$ cat src/rtl/interrupt_vector_loader.sv
// Loads a 32-bit interrupt service routine address from two consecutive 16-bit
// instruction-memory words and redirects the fetch-stage PC to it.
module interrupt_vector_loader #(
    parameter logic [31:0] IVT_BASE = 32'h0000_0000,
    parameter int unsigned TIMEOUT  = 15
) (
    input  logic        clk,
    input  logic        rstN,
    input  logic        interruptRaisedToFetch,
    input  logic        imemReady,
    input  logic [15:0] imemData,
    output logic        imemReq,
    output logic [31:0] imemAddr,
    output logic        fetchStall,
    output logic        pcLoad,
    output logic [31:0] pcLoadValue,
    output logic        busy,
    output logic        vecError
);

    localparam int unsigned CNT_W = 8;
    localparam logic [CNT_W-1:0] TIMEOUT_CNT = CNT_W'(TIMEOUT);
    localparam logic [31:0] IVT_LO_ADDR = IVT_BASE + 32'd1;

    typedef enum logic [1:0] {
        IDLE  = 2'd0,
        RD_HI = 2'd1,
        RD_LO = 2'd2,
        LOAD  = 2'd3
    } state_t;

    state_t           state;
    logic             irqPrev;
    logic             sampleValid;
    logic             pending;
    logic [CNT_W-1:0] waitCnt;
    logic [15:0]      hiWord;

    logic startEvt;
    logic wordTimeout;

    // sampleValid masks the first cycle after reset so a level already high is not an edge
    assign startEvt    = sampleValid & interruptRaisedToFetch & ~irqPrev;
    assign wordTimeout = (waitCnt == TIMEOUT_CNT) & ~imemReady;

    always_ff @(posedge clk or negedge rstN) begin
        if (!rstN) begin
            state       <= IDLE;
            irqPrev     <= 1'b0;
            sampleValid <= 1'b0;
            pending     <= 1'b0;
            waitCnt     <= '0;
            hiWord      <= '0;
            imemReq     <= 1'b0;
            imemAddr    <= IVT_BASE;
            fetchStall  <= 1'b0;
            pcLoad      <= 1'b0;
            pcLoadValue <= '0;
            busy        <= 1'b0;
            vecError    <= 1'b0;
        end else begin
            irqPrev     <= interruptRaisedToFetch;
            sampleValid <= 1'b1;
            pcLoad      <= 1'b0;
            vecError    <= 1'b0;

            unique case (state)
                IDLE: begin
                    if (startEvt) begin
                        state      <= RD_HI;
                        imemReq    <= 1'b1;
                        imemAddr   <= IVT_BASE;
                        fetchStall <= 1'b1;
                        busy       <= 1'b1;
                        waitCnt    <= '0;
                    end
                end

                RD_HI: begin
                    if (startEvt) begin
                        pending <= 1'b1;
                    end
                    if (imemReady) begin
                        hiWord   <= imemData;
                        waitCnt  <= '0;
                        imemAddr <= IVT_LO_ADDR;
                        state    <= RD_LO;
                    end else if (wordTimeout) begin
                        state      <= IDLE;
                        imemReq    <= 1'b0;
                        fetchStall <= 1'b0;
                        busy       <= 1'b0;
                        vecError   <= 1'b1;
                        pending    <= 1'b0;
                        waitCnt    <= '0;
                    end else begin
                        waitCnt <= waitCnt + CNT_W'(1);
                    end
                end

                RD_LO: begin
                    if (startEvt) begin
                        pending <= 1'b1;
                    end
                    // Low word goes straight into the PC value; no separate capture register needed
                    if (imemReady) begin
                        pcLoad      <= 1'b1;
                        pcLoadValue <= {hiWord, imemData};
                        imemReq     <= 1'b0;
                        waitCnt     <= '0;
                        state       <= LOAD;
                    end else if (wordTimeout) begin
                        state      <= IDLE;
                        imemReq    <= 1'b0;
                        fetchStall <= 1'b0;
                        busy       <= 1'b0;
                        vecError   <= 1'b1;
                        pending    <= 1'b0;
                        waitCnt    <= '0;
                    end else begin
                        waitCnt <= waitCnt + CNT_W'(1);
                    end
                end

                LOAD: begin
                    // An edge landing in this cycle behaves as if it had been pending already
                    if (pending || startEvt) begin
                        state    <= RD_HI;
                        pending  <= 1'b0;
                        imemReq  <= 1'b1;
                        imemAddr <= IVT_BASE;
                        waitCnt  <= '0;
                    end else begin
                        state      <= IDLE;
                        fetchStall <= 1'b0;
                        busy       <= 1'b0;
                    end
                end

                default: begin
                    state <= IDLE;
                end
            endcase
        end
    end

endmodule
$ cat config.mk
export PLATFORM = sky130hd
export DESIGN_NAME = interrupt_vector_loader
export DESIGN_NICKNAME = d
export VERILOG_FILES = /design/src/rtl/interrupt_vector_loader.sv
export SDC_FILE = /design/constraint.sdc
export NUM_CORES = 1
export LEC_CHECK = 0
export BUFFER_PORTS_ARGS = -buffer_cell sky130_fd_sc_hd__buf_4
export CELL_PAD_IN_SITES_DETAIL_PLACEMENT = 0
export CELL_PAD_IN_SITES_GLOBAL_PLACEMENT = 1
export CORE_UTILIZATION = 25
export DETAILED_ROUTE_END_ITERATION = 8
export PLACE_DENSITY_LB_ADDON = 0.1
export SETUP_SLACK_MARGIN = 0.2
export SLEW_MARGIN = 0
export SYNTH_ARGS = -nofsm -noshare
export SYNTH_HDL_FRONTEND = slang
export SYNTH_SLANG_ARGS = --single-unit
$ cat constraint.sdc
create_clock -name clk -period 1.87 [get_ports clk]
set_clock_uncertainty 0.15 [all_clocks]
set_input_delay 0.187 -clock clk [delete_from_list [all_inputs] [get_ports clk]]
set_output_delay 0.187 -clock clk [all_outputs]
set_load 0.03 [all_outputs]
Word-level counts from Yosys, hierarchy flattened
Index checks and enable logic that the tools add are counted.
{"block": "totals", "word_cells": 76, "reg_bits": 97, "inputBits": 20, "output_inout_bits": 69}
{"block": "classes", "n_mux": 35, "bitwise_logic": 5, "n_eq_ne": 11, "n_reduce_logical": 12, "addsub": 1}
{"operator": "two-way mux 32 bit", "count": 3}
{"operator": "one-hot mux 32 bit (3 select lines)", "count": 1}
{"operator": "two-way mux 8 bit", "count": 4}
{"operator": "one-hot mux 8 bit (3 select lines)", "count": 1}
{"operator": "two-way mux 1 bit", "count": 18}
{"operator": "!= test 2 bit, second input constant", "count": 6}
{"operator": "adder 8 x 1 -> 8 bit, second input constant", "count": 1}
{"operator": "equality test 8 x 4 -> 1 bit, second input constant", "count": 1}
{"operator": "two-way mux 2 bit", "count": 4}
{"operator": "one-hot mux 2 bit (4 select lines)", "count": 1}
{"operator": "AND reduction 2 bit", "count": 4}
{"operator": "AND reduction 4 bit", "count": 2}
{"operator": "equality test 2 bit, second input constant", "count": 2}
{"operator": "one-hot mux 1 bit (4 select lines)", "count": 1}
{"operator": "AND 1 bit", "count": 3}
{"operator": "one-hot mux 1 bit (3 select lines)", "count": 1}
{"operator": "AND reduction 3 bit", "count": 1}
{"operator": "nonzero test 3 bit", "count": 1}
{"operator": "equality test 2 x 1 -> 1 bit, second input constant", "count": 1}
{"operator": "logical NOT 2 bit", "count": 1}
{"operator": "!= test 2 x 1 -> 1 bit, second input constant", "count": 1}
{"operator": "inverter 1 bit", "count": 2}
{"operator": "one-hot mux 1 bit (2 select lines)", "count": 1}
{"operator": "nonzero test 2 bit", "count": 1}
{"operator": "other kinds (2)", "count": 2}

Depth between registers and ports, before layout
Gate-level depths: netlist of run 1.
{"block": "depth", "word_depth": 6, "depth_mapped": 6, "depth_no_buf": 6}

Least setup slack after synthesis of run 1
No wires, ideal clock.
{"block": "synth_path", "path_type": "register to register", "start": "register state[0]", "end": "register waitCnt[5]", "period_less_slack_ps": 1785, "setup_ps": 78, "required_ps": 1642, "t_arrival_ps": 1558, "slack_ps": 85, "path_stages_with_launch": 6, "n_path_buf": 0, "path_cell_list": "dfrtp_1 -> ha_1 -> nor2b_1 -> o21a_1 -> or4_1 -> a21oi_1"}
{"block": "synth_via", "elab_chain_cells": 3, "word_cells_on_any_way": 9, "classes_between": "5 x eq/ne; 1 x mux; 3 x reduce/logical"}
{"item": "from (decl)", "line_no": "32", "text": "state_t state;"}
{"item": "from (signal assigned)", "line_no": "48", "text": "state <= IDLE;"}
{"item": "from (signal assigned)", "line_no": "70", "text": "state <= RD_HI;"}
{"item": "from (signal assigned)", "line_no": "87", "text": "state <= RD_LO;"}
{"item": "equality test 2 bit, or another cell as far along", "line_no": "67", "text": "unique case (state)"}
{"item": "OR reduction 2 bit (no source line) / != test 2 bit (equally long branches)"}
{"item": "one-hot mux 8 bit (3 select lines) / AND reduction 2 bit (equally long branches)"}
{"item": "to (signal assigned)", "line_no": "97", "text": "waitCnt <= waitCnt + CNT_W'(1);"}
{"item": "to (signal assigned)", "line_no": "121", "text": "waitCnt <= waitCnt + CNT_W'(1);"}
{"item": "to (decl)", "line_no": "36", "text": "logic [CNT_W-1:0] waitCnt;"}
Several ways; a longest one is shown, not always the timed one.
A chain may end at the register's enable or synchronous reset.

Worst setup path in the final report of run 1
{"block": "layout_path", "start": "register waitCnt[5]", "end": "register busy"}
{"block": "layout_via", "elab_chain_cells": 4}
{"item": "equality test 8 x 4 -> 1 bit", "line_no": "44", "text": "assign wordTimeout = (waitCnt == TIMEOUT_CNT) & ~imemReady;"}
{"item": "AND 1 bit", "line_no": "44"}
{"item": "!= test 2 x 1 -> 1 bit (no source line)"}
{"item": "AND reduction 4 bit (no source line)"}
{"item": "to (signal assigned)", "line_no": "59", "text": "busy <= 1'b0;"}
{"item": "to (signal assigned)", "line_no": "74", "text": "busy <= 1'b1;"}
{"item": "to (signal assigned)", "line_no": "92", "text": "busy <= 1'b0;"}
{"item": "to (decl)", "line_no": "17", "text": "output logic busy,"}
Every way passes these cells.

==> results of run 1 <==
-- cell families (layout without fill, tap and decap cells) --
family | after synthesis | count (layout) | synth area share (%)
DFF | 66 | 66 | 55.6
muxes | 49 | 49 | 18.7
buffers and inverters | 46 | 132 | 10.1
AOI/OAI and AO/OA | 31 | 31 | 6.95
and+or+nand+nor | 29 | 29 | 5.90
adders and majority gates | 6 | 6 | 2.53
other | 2 | 32 | 0.253
-- placed cells by master, fill, tap and decap left out, drive strengths merged, types with 2 or more instances in the layout --
cell type,instances
a21oi,10
or4,4
nand3,3
inv,8
o31ai,4
a32o,2
dlygate4sd3,19
o21ai,10
or3,3
nor3,2
dfrtp,66
buf,89
conb,32
nor2,4
clkbuf,11
nand3b,2
mux2,49
clkinvlp,2
ha,6
nand2,6
nand4,2
clkinv,2
-- worst min-delay path by stage --
stage                            end  cells past startpoint
after floorplan                 busy                      0
after global placement    waitCnt[3]                      1
after detailed placement  waitCnt[3]                      1
after CTS                 waitCnt[6]                      2
after global routing      waitCnt[6]                      2
final                     waitCnt[6]                      2
-- worst max-delay path, cell delays in order, from the launching register on --
cell and delay [ns]:
dfrtp_1 0.38, or4_4 0.57, nor3_4 0.20, o211ai_2 0.11, mux2_4 0.31
-- Yosys cell counts, drive strengths merged --
cell    count  share of area (%)
a211oi      1               0.25
a21oi      10                2.1
a22o        1               0.29
a32o        2               0.67
and3b       1               0.29
buf        38                9.1
conb        2               0.25
dfrtp      66                 56
ha          6                2.5
inv         8                1.0
mux2       49                 19
nand2       6               0.76
nand3       3               0.51
nand3b      2               0.51
nand4       2               0.42
nor2        4               0.51
nor2b       1               0.21
nor3        2               0.72
o211ai      1               0.42
o21a        1               0.25
o21ai      10                1.7
o311ai      1               0.29
o31ai       4                1.0
or2         1               0.21
or3         3               0.63
or4         4                1.1
-- cell type report --
| class | instances | area (µm²) |
|---|---|---|
| tap | 143 | 179 |
| fill | 1125 | 6900 |
| clock inverter | 5 | 55.1 |
| multi-input combinational | 147 | 1420 |
| timing repair buffer | 109 | 1040 |
| inverter | 8 | 30.0 |
| sequential | 66 | 1650 |
| clock buffer | 10 | 239 |
-- metal layers --
metal | global-route usage [%] | wire (µm) | vias up
met5 | 0 | 0 | -
li1 | - | - | 965
met3 | 4.98 | 422 | 8
met1 | 15.2 | 3440 | 1055
met2 | 18.8 | 3390 | 56
met4 | 5.21 | 111 | 0
-- state kept, by name, indices dropped and copies added, names as in the netlist --
signal,flops
pending,1
pcLoad,1
waitCnt,8
imemReq,1
busy,1
irqPrev,1
hiWord,16
sampleValid,1
vecError,1
imemAddr,1
pcLoadValue,32
state,2
-- where the power goes --
group	total, W	switching, W	internal [W]
Combinational	0.00385	0.00187	0.00198
Clock	0.00169	0.000635	0.00106
Sequential	0.00242	0.000376	0.00204
-- stage by stage --
stage	util (%)	hold WS (ns)	instance area (µm²)	power [W]	setup WS [ns]
after floorplan	-	-0.259	3090	0.00432	0.105
after global placement	31.2	-0.00327	3600	0.00545	0.0186
after detailed placement	31.2	-0.00225	3600	0.00547	-0.0410
after CTS	37.6	0.186	4330	0.00756	0.0225
after global routing	40.1	0.213	4610	0.00843	-0.0389
final	40.1	0.173	4610	0.00796	0.0317
-- what timing repair did --
item | CTS | global route
gates cloned | 3 | 1
pin swaps | 10 | 9
hold buffers | 19 | 0
setup buffers | 8 | 3
endpoints found under the hold margin | 61 | 0
gates resized for setup | 27 | 60
endpoints found under the setup margin | 59 | 60
==> summary.md, run 1 <==
| Metric | Value |
|---|---|
| GRT overflow | 0 |
| Avg Synthesized Cell Area | 13.0 µm² |
| Dpl cells | 439 |
| CP max FO | 3 |
| Setup crit end kind | flop |
| Vias per cell | 4.27 |
| Worst Setup Start Kind | flop |
| Routed wire length per instance | 15.1 µm |
| Static leakage power | 2.30 nW |
| # H-tree levels | 3 |
| Clock transition at the registers of the reported paths | 0.06 ns |
| Final Max Slew Viols | 0 |
| # setup viols final | 0 |
| DRC | 18 |
| # IOs | 89 |
| Via count | 2084 |
| Post-Syn Instances | 229 |
| TritonCTS sink count | 66 |
| Die Ht | 111 µm |
| Post-Syn Area | 0.00297 mm² |
| WP data required | 1.93 ns |
| Gpl congestion | 0.688 |
| Total die area | 0.0123 mm² |
| Final hold viol count | 0 |
| Final worst-path cycle share | 98.3% |
| First-pass GRT wire length | 11400 µm |
| Status | complete, but fails checks |
| CTS Buffer Depth | 2 |
| CTS root buffer | clkbuf_16 |
| Antenna Cells | 0 |
| Layout cells sized above 1 | 51.3% |
| Synth unique cells | 32 |
| Die X | 111 µm |
| Pwr/cell area | 1730 mW/mm² |
| Synthesized flop and latch total | 66 |
| Worst reg2reg setup slack | roughly 0.032 ns |
| Largest net degree at the start of global routing | 31 |
| Unrepaired setup endpoints after global routing | true |
| Reg-to-Reg Start | waitCnt[5] |
| Number of global-route vias before repair | 2168 |
| Worst min path class | in2async |
| Core area | 0.0115 mm² |
| Drt first pass iters | 6 |
| Reg2Reg Depth | 4 |
| Warnings from Yosys | 0 |
| Worst skew pair latency | 0.34 ns |
| Setup TNS | 0 ns |
| Critical path type | reg2reg |
| Seq/Total Area, Yosys | a little under three fifths |
| Critical Path Start | waitCnt[5] |
| IO buf count | 57 |
| Rows | 39 |
| Starting Density | 25.8% |
| All-Layer GR Usage | 12.3% |
| CTS Buf Count | 9 |
| Area Overhead vs Synth | 55.3% |
| Worst setup path end | busy |
| Failing checks | DRC |
| Layout net count | about 370 |
| Maxcap violations | 0 |
| Worst IR drop on VDD | 0.000808 V |
| Final min period | 1.84 ns |
| DPL Wire Length | about 4300 µm |
| Antenna viol nets, final | 0 |
| Antenna violations before repair | 0 |
| FF-to-FF End | busy |
| Final std cells w/o fill | 488 |
| CTS tree | done |
| WL final | 7360 µm |
| Max Freq | 544 MHz |
| Crit path DAT | roughly 1.9 ns |
| Drt initial violations | 75 |
(Power assumes the default switching activity.)
==> run 2: changes to the inputs <==
--- a/config.mk
+++ b/config.mk
@@ -9,6 +9,7 @@
 export CELL_PAD_IN_SITES_DETAIL_PLACEMENT = 0
 export CELL_PAD_IN_SITES_GLOBAL_PLACEMENT = 1
 export CORE_UTILIZATION = 25
+export CTS_BUF_LIST = sky130_fd_sc_hd__clkbuf_8
 export DETAILED_ROUTE_END_ITERATION = 8
 export PLACE_DENSITY_LB_ADDON = 0.1
 export SETUP_SLACK_MARGIN = 0.2
==> run 2 against run 1 <==
Net effect: the flow still finishes with violations (DRC); global-route usage decreased by 0.23 points; clock power down 28%; combinational power shrank 8.8%; clock-buffer cell count unchanged; first-iteration DRC count shrank 23%; sequential share of layout area is 2.3 points higher; flip-flop and latch count unchanged; routed wire length is 5.3% lower; non-clock buffer count decreased by 2; maximum frequency is 0.29% lower; final area decreased by 6.2%; via count fell by 1.3%.
==> summary.md, run 2 (same netlist as run 1, synthesis figures left out) <==
| Metric | Value |
|---|---|
| Dpl cell area | 0.00360 mm² (unchanged) |
| Critical path type | reg2reg |
| Setup crit end kind | flop |
| Setup TNS | 0 ns (unchanged) |
| First-pass GRT wire length | 11300 µm (-1.5%) |
| CTS tree | done |
| Worst hold slack | 0.147 ns (-0.0254 ns) |
| Starting Density | 25.8% (unchanged) |
| Clock transition at the registers of the reported paths | 0.07 ns (about the same) |
| Antenna viol nets, final | 0 (unchanged) |
| # H-tree levels | 3 (unchanged) |
| Routed wire length per instance | 14.3 µm (-4.9%) |
| Drt first pass iters | 6 (unchanged) |
| Area Overhead vs Synth | 45.7% |
| # setup viols final | 0 (unchanged) |
| Largest Register | pcLoadValue |
| WL final | 6970 µm (-5.3%) |
| WP data required | 1.95 ns (+0.02 ns) |
| Die X | 111 µm (unchanged) |
| Drt initial violations | 58 (-23%) |
| Worst Path Buf+Inv | 0 (unchanged) |
| Max Freq | 542 MHz (-0.29%) |
| Most common cell after layout, fill and taps aside | buf_4 |
| Worst skew pair latency | 0.35 ns (about the same) |
| Final worst-path cycle share | 98.6% (+0.28 points) |
| Vias per cell | 4.23 (-0.94%) |
| DPL Wire Length | 4260 µm (unchanged) |
| Top Registers | pcLoadValue: 32 flops, hiWord: 16 flops, waitCnt: 8 flops |
| Fraction of power consumed by sequential logic | 33.5% (+3.1 points) |
| Fin area | 0.00433 mm² (-6.2%) |
| Switching pwr | 0.00273 W (-5.2%) |
| Crit. path cell count | 4 (unchanged) |
| Rows | 39 (unchanged) |
| Final Max Slew Viols | 0 (unchanged) |
| Largest net degree at the start of global routing | 31 (unchanged) |
| Status | complete, but fails checks |
| Final min period | 1.84 ns (+0.00533 ns) |
| GRT overflow | 0 (unchanged) |
| Dpl cells | 439 (unchanged) |
| Clock power frac | 17.1% (-4.1 points) |
| Max reg flops | 32 (unchanged) |
| Failing checks | DRC |
| CP max FO | 6 (+3) |
| Final Util | 37.6% (-2.5 points) |
| Slowest-stage cell, CP | or4_4 |
| Antenna violations before repair | 0 (unchanged) |
| Fillers | 1136 (+0.98%) |
| Combinational Power Share | 49.4% (+1.0 points) |
| Sw frac | 38.4% (+2.3 points) |
| CTS Buffer Depth | 2 (unchanged) |
| CTS Buf Count | 9 (unchanged) |
| Die Ht | 111 µm (unchanged) |
| Worst-path cell chain | or4_4 -> or2_4 -> a21oi_4 -> a21oi_1 |
| CTS root buffer | clkbuf_8 |
| Maxcap violations | 0 (unchanged) |
| Total die area | 0.0123 mm² (unchanged) |
| TritonCTS sink count | 66 (unchanged) |
| Number of global-route vias before repair | 2153 (-0.69%) |
| IO buf count | 57 (unchanged) |
| Cell family with most CP delay | simple AND/OR/NAND/NOR gates |
| Final hold viol count | 0 (unchanged) |
| DRC | 18 (unchanged) |
| Final std cells w/o fill | 486 (-0.41%) |
| Antenna Cells | 0 (unchanged) |
| Unrepaired setup endpoints after global routing | true |
| Layout net count | 365 (-0.54%) |
| Critical Path Max Stage Delay | 0.57 ns (about the same) |
| Worst IR drop on VDD | 0.000818 V (+1.3%) |
| Gpl congestion | 0.688 (unchanged) |
| Commonest non-fill, non-tap cells in the layout | buf_4 (77), dfrtp_1 (66), mux2_2 (35) |
| Worst min path class | in2async |
| Internal Dissipation | 0.00437 W (-14%) |
| Pwr/cell area | 1640 mW/mm² (-4.9%) |
| Core area | 0.0115 mm² (unchanged) |
| # IOs | 89 (unchanged) |
| Via count | 2056 (-1.3%) |
| Static leakage power | 2.06 nW (-10%) |
| Layout cells sized above 1 | 50.7% (-0.58 points) |
| Worst Setup Start Kind | flop |
| All-Layer GR Usage | 12.0% (-0.23 points) |
| Reg2Reg Depth | 4 (unchanged) |
| Crit path DAT | 1.92 ns (+0.02 ns) |
run 2: what timing repair did:
action | 4_1_cts | 5_1_grt
gates resized for setup | 26 | 20
hold buffers | 19 | 0
pin swaps | 9 | 8
setup endpoints to repair | 59 | 60
buffers inserted | 7 | 2
cloned | 3 | 1
hold endpoints to repair | 74 | 0
run 2: final cells by class:
class | instances | area, µm² | area share (%)
Timing Repair Buffer | 107 | 990 | 22.9
Tap cell | 143 | 179 | 4.13
Inverter | 8 | 30.0 | 0.694
Sequential cell | 66 | 1650 | 38.2
Multi-Input combinational cell | 147 | 1290 | 29.7
Clock buffer | 10 | 138 | 3.18
Clock inverter | 5 | 55.1 | 1.27
run 2: power by group through the flow:
stage          clock [W]  combinational [W]  sequential [W]
6_report         0.00122            0.00351         0.00238
5_1_grt          0.00134            0.00376         0.00247
4_1_cts          0.00127            0.00343         0.00238
3_5_place_dp           0            0.00307         0.00239
3_3_place_gp           0            0.00307         0.00238
2_1_floorplan          0            0.00123         0.00308
run 2: routing by layer:
metal	vias up	global-route usage (%)	wire [µm]
met5	-	0	0
met2	51	18.8	3300
li1	957	-	-
met1	1037	14.8	3150
met3	11	4.48	396
met4	0	5.21	122
run 2: path summary, 6_finish.rpt:
path                                        start         end  slack [ns]
setup / recovery                       waitCnt[5]  waitCnt[2]        0.03
setup reg to reg                       waitCnt[5]  waitCnt[2]        0.03
max in group asynchronous                    rstN  hiWord[12]        0.86
hold / removal                               rstN  waitCnt[6]        0.15
min in group clk           interruptRaisedToFetch     pending        0.25
hold reg to reg                         hiWord[8]   hiWord[8]        0.35
run 2: metrics by stage:
step | power, W | worst slack, ns
final | 0.00710 | 0.0264
after global routing | 0.00756 | -0.0366
after CTS | 0.00708 | 0.0208
after detailed placement | 0.00547 | -0.0410
after global placement | 0.00545 | 0.0186
after floorplan | 0.00432 | 0.105
